--- config.mk ---
export PLATFORM = sky130hd
export DESIGN_NAME = iob_regfile_sp
export DESIGN_NICKNAME = d
export VERILOG_FILES = /design/src/rtl/iob_regfile_sp.sv
export SDC_FILE = /design/constraint.sdc
export NUM_CORES = 1
export LEC_CHECK = 0
export ABC_AREA = 1
export CAP_MARGIN = 0
export CORE_AREA = 2 2 206 208
export CTS_CLUSTER_SIZE = 28
export DETAILED_ROUTE_END_ITERATION = 8
export DIE_AREA = 0 0 208 210
export GPL_ROUTABILITY_DRIVEN = 0
export GPL_TIMING_DRIVEN = 0
export PLACE_DENSITY = 0.75
export SYNTH_ARGS = -nofsm -noshare
export SYNTH_HDL_FRONTEND = slang
export SYNTH_SLANG_ARGS = --single-unit
--- constraint.sdc ---
create_clock -name clk_i -period 3.8 [get_ports clk_i]
set_input_delay 0.38 -clock clk_i [delete_from_list [all_inputs] [get_ports clk_i]]
set_output_delay 0.38 -clock clk_i [all_outputs]
set_load 0.03 [all_outputs]
--- src/rtl/iob_regfile_sp.sv ---
// -----------------------------------------------------------------------------
// iob_regfile_sp
//
// Purpose:
//   Single-port register file with 2**ADDR_W entries of DATA_W bits each.
//   - There is one shared read/write address.
//   - Writes are synchronous.
//   - Reads are asynchronous, so d_o follows addr_i combinationally.
//   - A write becomes visible on d_o right after the writing edge.
//   - Before the edge, d_o shows the old contents. There is no bypass from d_i.
//   - Reset is synchronous and active-high. It clears every entry in one edge
//     and takes priority over a simultaneous write.
//   - cke_i = 0 freezes all storage, but reset still acts.
//
// Configuration macro:
//   IOB_REGFILE_SP_R0_ZERO_EN
//     - Defined: entry 0 reads as 0 permanently. Writes to address 0 are
//       dropped, and no storage exists for entry 0.
//     - Undefined (default): entry 0 behaves like every other entry.
//
// Parameters:
//   ADDR_W   address width (depth = 2**ADDR_W)
//   DATA_W   entry width
//
// Ports:
//   clk_i    in   1        clock, rising edge
//   rst_i    in   1        synchronous active-high reset (clears all entries)
//   cke_i    in   1        clock enable; 0 holds all entries
//   we_i     in   1        write enable
//   addr_i   in   ADDR_W   shared read/write address
//   d_i      in   DATA_W   write data
//   d_o      out  DATA_W   read data of entry addr_i (combinational)
// -----------------------------------------------------------------------------
module iob_regfile_sp #(
  parameter int ADDR_W = 4,
  parameter int DATA_W = 32
) (
  input  logic              clk_i,
  input  logic              rst_i,
  input  logic              cke_i,
  input  logic              we_i,
  input  logic [ADDR_W-1:0] addr_i,
  input  logic [DATA_W-1:0] d_i,
  output logic [DATA_W-1:0] d_o
);

  localparam int DEPTH = 2 ** ADDR_W;

`ifdef IOB_REGFILE_SP_R0_ZERO_EN
  // Entry 0 is hard-wired to zero, so only entries 1..DEPTH-1 are stored.
  // Storage slot k holds architectural entry k+1.
  localparam int NSTORE = DEPTH - 1;
`else
  localparam int NSTORE = DEPTH;
`endif

  logic [DATA_W-1:0] r_mem [NSTORE];

  // w_idx    : storage slot for the current address
  // w_stored : the current address maps to a real storage slot
  logic [ADDR_W-1:0] w_idx;
  logic              w_stored;
  logic              w_wr_en;

`ifdef IOB_REGFILE_SP_R0_ZERO_EN
  assign w_idx    = addr_i - ADDR_W'(1);
  assign w_stored = (addr_i != '0);
`else
  assign w_idx    = addr_i;
  assign w_stored = 1'b1;
`endif

  // A write is qualified by clock enable.
  // Addresses without storage never write.
  assign w_wr_en = cke_i & we_i & w_stored;

  // Reset sits outside the clock-enable qualification,
  // so it clears the array even while cke_i is low.
  always_ff @(posedge clk_i) begin
    if (rst_i) begin
      for (int i = 0; i < NSTORE; i++) begin
        r_mem[i] <= '0;
      end
    end else if (w_wr_en) begin
      r_mem[w_idx] <= d_i;
    end
  end

  // Asynchronous read. There is no path from d_i.
  assign d_o = w_stored ? r_mem[w_idx] : '0;

endmodule

Yosys cells after proc, flatten, opt, wreduce, memory -nomap -nowiden --
Memories as Yosys holds them, arrays and structs flattened. Cells that the tools add are included.
Storage, ports and cells: memories 1, memory bits (writable) 512, register bits 0, bits of input ports 40, word-level logic and storage cells 11
Memories:
- r_mem | words 16, bits a word 32, rd ports 1, clocked after memory_dff 0, write ports 16, RTL line 57 | logic [DATA_W-1:0] r_mem [NSTORE];
Cells by class: reduce and logical (&&, ||, !) cells 1, multiplexer cells 8, bitwise gates (word level) 1
Operators by type and width (count):
- $mux W32 | 1
- $reduce_or A32 Y1 | 1
- $mux W1 | 6
- $mux W4 | 1
- $and A1 B1 Y1 | 1

Depth between registers and ports, before layout --
Gate-level depths: netlist of run 1.
word-level depth 6, gate-level depth with buffers 12, gate-level depth less buffers 9

Least setup slack after synthesis of run 1 --
No wires, ideal clock.
kind input to register, start in addr_i[0], end mem r_mem[1][0] (enable), required time 3.411 ns, library setup time 0.389 ns, setup slack 1.351 ns, path buffers 3, stages 7, arrival 2.059 ns, cell sequence buf_2 -> inv_2 -> buf_2 -> nor3_2 -> nand2_1 -> clkbuf_1 -> nand2_1
RTL lines:
- from (decl) | RTL line 42 | input logic [ADDR_W-1:0] addr_i,
- to (decl) | RTL line 57

Final worst setup path of run 1 --
start in addr_i[1], end out d_o[1]
Between the ends: cells in the longest elaborated chain, start to end 1
RTL lines:
- $mem_v2 Z16 W32
- to (decl) | RTL line 44 | output logic [DATA_W-1:0] d_o
No other way between the ends.

==> impl_metrics.ini, run 1 <==
[power_and_ir_drop]
pwr_density_cell_nw_per_um2 = 473.2
sw_frac_of_total_pct = 24.69
p_seq_share_pct = 52.0
p_leak_nw = 11.85
switchingPower_mw = 3.129
pwr-share-clk_pct = 37.6
combPwrFrac_pct = 10.3
ir_worst_vdd_mv = 0.3679
p_int_mw = 9.546

[worst_hold_path]
hold_depth = 3
hold_class = in2reg
min_to = r_mem[12][12]$_SDFFCE_PN0P_
min_from = d_i[12]

[global_routing]
grt_pass1_vias = 17980
grt_usage_pct = 29.72
grt_pass1_wl_um = 98560
grt_max_degree = 33
antenna_found_initial = 0
grt-ovfl-total = 0

[clocking]
htree_num_levels = 2
path_clk_slew_ns = 0.06
cts_post_setup_buffers_inserted = 0
clockBufferDepth = 3
cts_tree = built
clockRootBuffer = clkbuf_16
cts_made_buffers = 52
clkSinkCount = 512

[die]
rows = 75
die_width_um = 208
core-area_um2 = 41480
initial_core_util_pct = 57.18
dieHeight_um = 210
dieArea_um2 = 43680
io_pins = 72

[status]
status = completed

[timing]
rsz0062_at_grt = yes
setup_tns_ns = 0
slew_violations = 0
worst_pin_slew_ns = 0.9517
fmax_ghz = 0.2657
setup_viol = 0
hold_viol_final = 0
relSlewSlack_pct = 36.55
fin_crit_ns = 3.764
finalCritPeriodShare_pct = 99.05

[worst_setup_path]
end_kind = primary output
start_kind = primary input
worstPathMaxFanout = 10
crit_family = buffers and inverters
crit_chain = clkdlybuf4s50_1, inv_1, clkbuf_2, clkbuf_2, nand2_1, nand2_1, nand2_1, nand2_1, inv_1, nand2_1, clkdlybuf4s50_1
worst-path-buf-inv = 6
path_common_cell = nand2_1
arrival_ns = 3.38
path_class = in2out
crit_required_ns = 3.42
critPathMaxStageDelay_ns = 0.69
slowest_stage = clkdlybuf4s50_1

[synthesis]
synth_top_area_cell = edfxtp_1
synth_cell_types = 11
async_flop_share_pct = 0
synth_edf_count = 512
ys_seq_area_share_pct = 64.82
synthCells = 2721
synth_seq_cells = 512
synth_common_cells = 1409 x nand2_1, 515 x nor2_1, 512 x edfxtp_1
ys_warn_count = 0
synthFlopType = edfxtp_1
avgSynthCellArea_um2 = 8.717
synthTopCellsByArea = edfxtp_1 65%, nand2_1 22%, nor2_1 8.2%
post-synth-top-count-cell = nand2_1
yosys.area.top_type_share_pct = 64.82
synth_area_um2 = 23720
synth_fp_nets = 2761

[detailed_routing]
first_pass_iters = 6
drcViolationCount = 0
route.vias.total = 18740
drtAntennaViolNets = 0
via_per_inst = 5.469
drtIter0Drc = 2160
postRouteWirelength_um = 64880
wl_per_cell_um = 18.94

[layout]
drive_above_1_share_pct = 3.914
syn2layout_area_growth_pct = 12.93
final_nets = 2889
fin_cells = 3426
top_regs = r_mem x512
largest_reg_flops = 512
fillCellCount = 3369
largest_register = r_mem
antenna_cells = 0

[placement]
portBuffers = 70
dp_hpwl_um = 45180
dp_cells = 3334

[job]
max_cap_violations = 0
-- power groups by stage --
stage	registers, mW	clock network (mW)	logic [mW]
finish	6.60	4.77	1.31
global route	6.62	4.97	1.42
CTS	6.60	4.76	1.29
detailed placement	6.72	0	1.28
global placement	6.70	0	1.24
floorplan	6.69	0	0.770
-- placed cells by master, fill, tap and decap left out, types with 12 or more instances in the layout --
cell type,netlist,layout
clkinv_1,2,16
buf_1,16,16
inv_1,99,99
nand2_1,1409,1397
clkbuf_16,0,53
clkbuf_1,142,148
nor2_1,515,515
edfxtp_1,512,512
clkdlybuf4s50_1,0,70
buf_2,20,20
nand2_2,0,12
-- layer usage --
| layer | global-route usage, % | up-vias | share of wire, % | wire length (µm) |
|---|---|---|---|---|
| met5 | 0 | - | 0 | 0 |
| met4 | 16.83 | 0 | 6.0 | 3861 |
| met3 | 3.635 | 196 | 9.4 | 6095 |
| met2 | 48.85 | 995 | 47 | 30470 |
| met1 | 38.74 | 8809 | 38 | 24450 |
| li1 | - | 8737 | - | - |
-- through the flow --
step                      area [µm²]  util (%)  total power [mW]  hold WS [ns]  setup slack, ns
after global placement         25090     60.50             7.940         1.176          -0.4594
final                          26780     64.58             12.68        0.5867          0.03619
after floorplan                23720         -             7.458        0.6562            1.351
after detailed placement       25210     60.78             7.991         1.186          -0.5097
after CTS                      26750     64.49             12.65        0.5744          0.01118
after global routing           26780     64.58             13.01        0.6063         -0.02695
-- how the worst max path moves through the flow --
stage | cells after the start | start | end | slack, ns
after global routing | 10 | addr_i[1] | d_o[15] | -0.03
final | 11 | addr_i[1] | d_o[1] | 0.04
after CTS | 11 | addr_i[1] | d_o[30] | 0.01
after global placement | 7 | rst_i | r_mem[6][3]$_SDFFCE_PN0P_ | -0.46
after detailed placement | 11 | addr_i[1] | d_o[1] | -0.51
after floorplan | 7 | addr_i[0] | r_mem[1][0]$_SDFFCE_PN0P_ | 1.35
-- kinds of logic after synthesis --
group	share of synthesized area, %
simple gates	30.64
flops	64.82
buf+inv	4.537
-- final cells by class --
class | instances | area [µm²] | area share [%]
flip-flops and latches | 512 | 15370 | 57.40
multi-input cells | 1929 | 7297 | 27.24
clock buffers | 70 | 1390 | 5.190
repair buffers | 74 | 810.8 | 3.027
plain buffers | 178 | 706.9 | 2.639
well taps | 539 | 674.4 | 2.518
inverters | 102 | 382.9 | 1.429
clock inverters | 22 | 147.6 | 0.5512
-- timing repair --
item                                    in CTS  in global routing
hold buffers                                 0                  0
gates resized for setup                      4                 15
endpoints found under the setup margin      32                 24
No activity file was read; power rests on OpenSTA's default activity.
==> inputs of run 2 (changes only) <==
--- a/config.mk
+++ b/config.mk
@@ -12,8 +12,8 @@
 export DETAILED_ROUTE_END_ITERATION = 8
 export DIE_AREA = 0 0 208 210
 export GPL_ROUTABILITY_DRIVEN = 0
-export GPL_TIMING_DRIVEN = 0
 export PLACE_DENSITY = 0.75
+export SKIP_LAST_GASP = 1
 export SYNTH_ARGS = -nofsm -noshare
 export SYNTH_HDL_FRONTEND = slang
 export SYNTH_SLANG_ARGS = --single-unit
==> impl_metrics.ini, run 2 (synthesis gave the netlist of run 1 again) <==
[worst_setup_path]
worst-path-buf-inv = 4
path_common_cell = nand2_1
critPathMaxStageDelay_ns = 0.67
path_class = in2out
crit_family = buffers and inverters
arrival_ns = 2.67
crit_required_ns = 3.42
slowest_stage = clkdlybuf4s50_1
start_kind = primary input
worstPathMaxFanout = 134
end_kind = primary output
crit_chain = clkbuf_8, inv_8, nand2_1, nand2_1, nand2_1, nand2_1, nand2_1, nand2_1, inv_1, nand2_1, clkdlybuf4s50_1

[layout]
layout_common_cells = 1393 x nand2_1, 512 x nor2_1, 512 x edfxtp_1, 98 x inv_1, 70 x buf_4
antenna_cells = 0
largest_reg_flops = 512
fin_cells = 3311
drive_above_1_share_pct = 6.421
top_regs = r_mem x512
multi_input_comb_area_um2 = 7330
final_nets = 2773
largest_register = r_mem
fillCellCount = 3326
final_common_cell = nand2_1
regArea_um2 = 15370
syn2layout_area_growth_pct = 12.34
final_core_util_pct = 64.24

[detailed_routing]
drtIter0Drc = 2071
wl_per_cell_um = 20.27
via_per_inst = 5.603
drcViolationCount = 0
route.vias.total = 18550
first_pass_iters = 6
drtAntennaViolNets = 0
postRouteWirelength_um = 67120

[timing]
finalCritPeriodShare_pct = 80.17
hold_viol_final = 0
relSlewSlack_pct = 40.89
worst_pin_slew_ns = 0.8867
slew_violations = 0
fin_crit_ns = 3.047
setup_tns_ns = 0
setup_viol = 0
fmax_ghz = 0.3282
rsz0062_at_grt = no

[global_routing]
grt_pass1_wl_um = 102900
grt-ovfl-total = 0
grt_pass1_vias = 17910
antenna_found_initial = 0
grt_usage_pct = 31.08
grt_max_degree = 135

[clocking]
cts_hold_buf = 0
path_clk_slew_ns = 0.06
ctsResizeCount = 0
clockBufferDepth = 3
cts_tree = built
clockRootBuffer = clkbuf_16
cts_post_setup_buffers_inserted = 0
clkSinkCount = 512
htree_num_levels = 2
cts_made_buffers = 52

[die]
core-area_um2 = 41480
dieArea_um2 = 43680
io_pins = 72
rows = 75
dieHeight_um = 210
initial_core_util_pct = 57.18
die_width_um = 208

[placement]
portBuffers = 71
dp_hpwl_um = 37560
dp_cells = 3218

[power_and_ir_drop]
pwr_density_cell_nw_per_um2 = 472.5
ir_worst_vdd_mv = 0.4602
p_leak_nw = 11.93

[worst_hold_path]
hold_class = in2reg

[status]
status = completed

[job]
max_cap_violations = 0
run 2: cell count changes in the layout (fill, tap and decap cells not counted), sizes merged:
cell	before	now
buf	40	86
clkinvlp	2	1
clkdlybuf4s50	70	49
clkbuf	212	66
clkinv	20	28
bufinv	2	1
run 2: through the flow:
| stage | power (mW) | setup slack (ns) | hold WS [ns] | instance area [µm²] |
|---|---|---|---|---|
| after floorplan | 7.458 | 1.351 | 0.6562 | 23720 |
| after global routing | 12.97 | 0.6267 | 0.7840 | 26650 |
| final | 12.59 | 0.7534 | 0.7454 | 26650 |
| after global placement | 7.969 | 0.7934 | 1.185 | 25120 |
| after CTS | 12.59 | 0.7986 | 0.7356 | 26650 |
| after detailed placement | 8.003 | 0.7876 | 1.198 | 25120 |
run 2: power by group:
part / leakage [nW] / switching (mW) / internal [mW]
Combinational: 6.31 / 0.935 / 0.383
Sequential: 4.87 / 0.0810 / 6.51
Clock: 0.748 / 2.08 / 2.60
run 2: final timing paths:
kind | startpoint | endpoint | slack (ns) | cells after the start
worst max-delay path | addr_i[0] | d_o[27] | 0.75 | 11
worst min-delay path | d_i[17] | r_mem[10][17]$_SDFFCE_PN0P_ | 0.75 | 3
run 2: area by class of cell:
| type | count | share of cell area, % |
|---|---|---|
| clock inverter | 28 | 0.5729 |
| clock buffer | 65 | 5.147 |
| inverter | 102 | 1.474 |
| sequential | 512 | 57.70 |
| timing repair buffer | 136 | 5.067 |
| multi-input combinational | 1929 | 27.51 |
| tap | 539 | 2.531 |
run 2: worst min-delay path: stages:
cell,delay [ns]
clkdlybuf4s50_1,0.45
inv_1,0.23
nor2_1,0.16
run 2: routing by layer:
layer  track usage (%)  share of wire [%]  vias up
li1                  -                  -     8491
met1             42.03                 38     8738
met2             49.58                 47     1136
met3             5.766                 11      185
met4             13.96                4.1        0
met5                 0                  0        -
==> inputs of run 3 (changes only) <==
==> constraint.sdc (replaced) <==
create_clock -name clk_i -period 3.1 [get_ports clk_i]
set_input_delay 0.31 -clock clk_i [delete_from_list [all_inputs] [get_ports clk_i]]
set_output_delay 0.31 -clock clk_i [all_outputs]
set_load 0.03 [all_outputs]
==> impl_metrics.ini, run 3 (synthesis gave the netlist of run 1 again) <==
[clocking]
cts_post_setup_buffers_inserted = 0
path_clk_slew_ns = 0.06
cts_hold_buf = 0
clockRootBuffer = clkbuf_16
htree_num_levels = 2
clkSinkCount = 512
cts_made_buffers = 52
clockBufferDepth = 3
cts_tree = built
ctsResizeCount = 0

[global_routing]
antenna_found_initial = 1
grt_max_degree = 131
grt_pass1_vias = 18130
grt_usage_pct = 31.10
grt_pass1_wl_um = 102800
grt-ovfl-total = 0

[placement]
dp_slack_ns = 0.3436
placed_area_um2 = 25280
dp_hpwl_um = 38860
portBuffers = 71

[layout]
largest_reg_flops = 512
antenna_cells = 0
drive_above_1_share_pct = 7.138
top_regs = r_mem x512
final_area_um2 = 26990
largest_register = r_mem
syn2layout_area_growth_pct = 13.81
final_nets = 2788
layout_common_cells = 1393 x nand2_1, 512 x nor2_1, 512 x edfxtp_1, 98 x inv_1, 83 x buf_4
final_core_util_pct = 65.08
final_common_cell = nand2_1

[timing]
fin_crit_ns = 2.849
rsz0062_at_grt = no
setup_viol = 0
slew_violations = 0
worst_pin_slew_ns = 0.7630
setup_tns_ns = 0
fmax_ghz = 0.3510
layout_setup_ws_ns = 0.2509
finalCritPeriodShare_pct = 91.91
hold_viol_final = 0
relSlewSlack_pct = 49.13

[worst_setup_path]
arrival_ns = 2.54
end_kind = primary output
path_class = in2out
crit_required_ns = 2.79
start_kind = primary input
worstPathMaxFanout = 25

[die]
io_pins = 72
die_width_um = 208
dieHeight_um = 210
rows = 75
initial_core_util_pct = 57.18
core-area_um2 = 41480
dieArea_um2 = 43680

[status]
status = completed

[worst_hold_path]
hold_depth = 3
min_from = d_i[18]
hold_class = in2reg
min_to = r_mem[9][18]$_SDFFCE_PN0P_

[power_and_ir_drop]
totalPowerFinal_mw = 16.10
pwr_density_cell_nw_per_um2 = 596.5
ir_worst_vdd_mv = 0.4317
p_leak_nw = 12.10

[detailed_routing]
via_per_inst = 5.578
drtAntennaViolNets = 0
drtIter0Drc = 2277
route.vias.total = 18560
drcViolationCount = 0
postRouteWirelength_um = 67180
wl_per_cell_um = 20.19
first_pass_iters = 6

[job]
max_cap_violations = 0
## run 3: cell count changes in the layout (fill, tap and decap cells not counted)
cell / delta
clkdlybuf4s50_1: -2
clkbuf_1: -5
clkinv_1: +2
buf_4: +13
buf_12: +4
clkinv_2: -4
clkinv_4: -1
inv_8: +1
clkinvlp_4: +1
bufinv_16: +7
## run 3: worst max-delay path by stage
stage	from	endpoint	depth (start not counted)
floorplan	addr_i[0]	r_mem[5][0]$_SDFFCE_PN0P_	7
global placement	addr_i[3]	d_o[1]	9
detailed placement	addr_i[3]	d_o[1]	9
CTS	addr_i[3]	d_o[1]	9
global route	addr_i[3]	d_o[1]	9
finish	addr_i[3]	d_o[1]	9
## run 3: cell type report
class                      instances  area (µm²)
clock buffer                      60        1353
sequential                       512       15370
timing repair buffer             151        1508
tap                              539       674.4
clock inverter                    34       360.3
inverter                         102       392.9
fill                            3303       14490
multi-input combinational       1929        7330
## run 3: worst max-delay path: stages
cell and delay, ns:
clkdlybuf4s50_1 0.61, inv_1 0.11, nor2_4 0.33, buf_4 0.45
nand2_1 0.13, nand2_1 0.15, inv_1 0.06, nand2_1 0.20
buf_12 0.16
## run 3: metrics by stage
stage,hold WS (ns),std cells
after floorplan,0.5862,2721
after global placement,1.140,3233
after detailed placement,1.160,3233
after CTS,0.6590,3327
after global routing,0.7168,3327
final,0.6910,3327
## run 3: power breakdown
group          switching [mW]  internal [mW]
clock network            2.63           3.77
registers               0.103           7.98
logic                    1.15          0.478
total                    3.87           12.2
## run 3: metal layers
metal	up-vias	share of wire, %	track usage [%]
met4	2	4.4	14.80
met1	8654	37	40.64
met3	195	12	6.183
met2	1189	47	50.51
li1	8519	-	-
met5	-	0.016	0
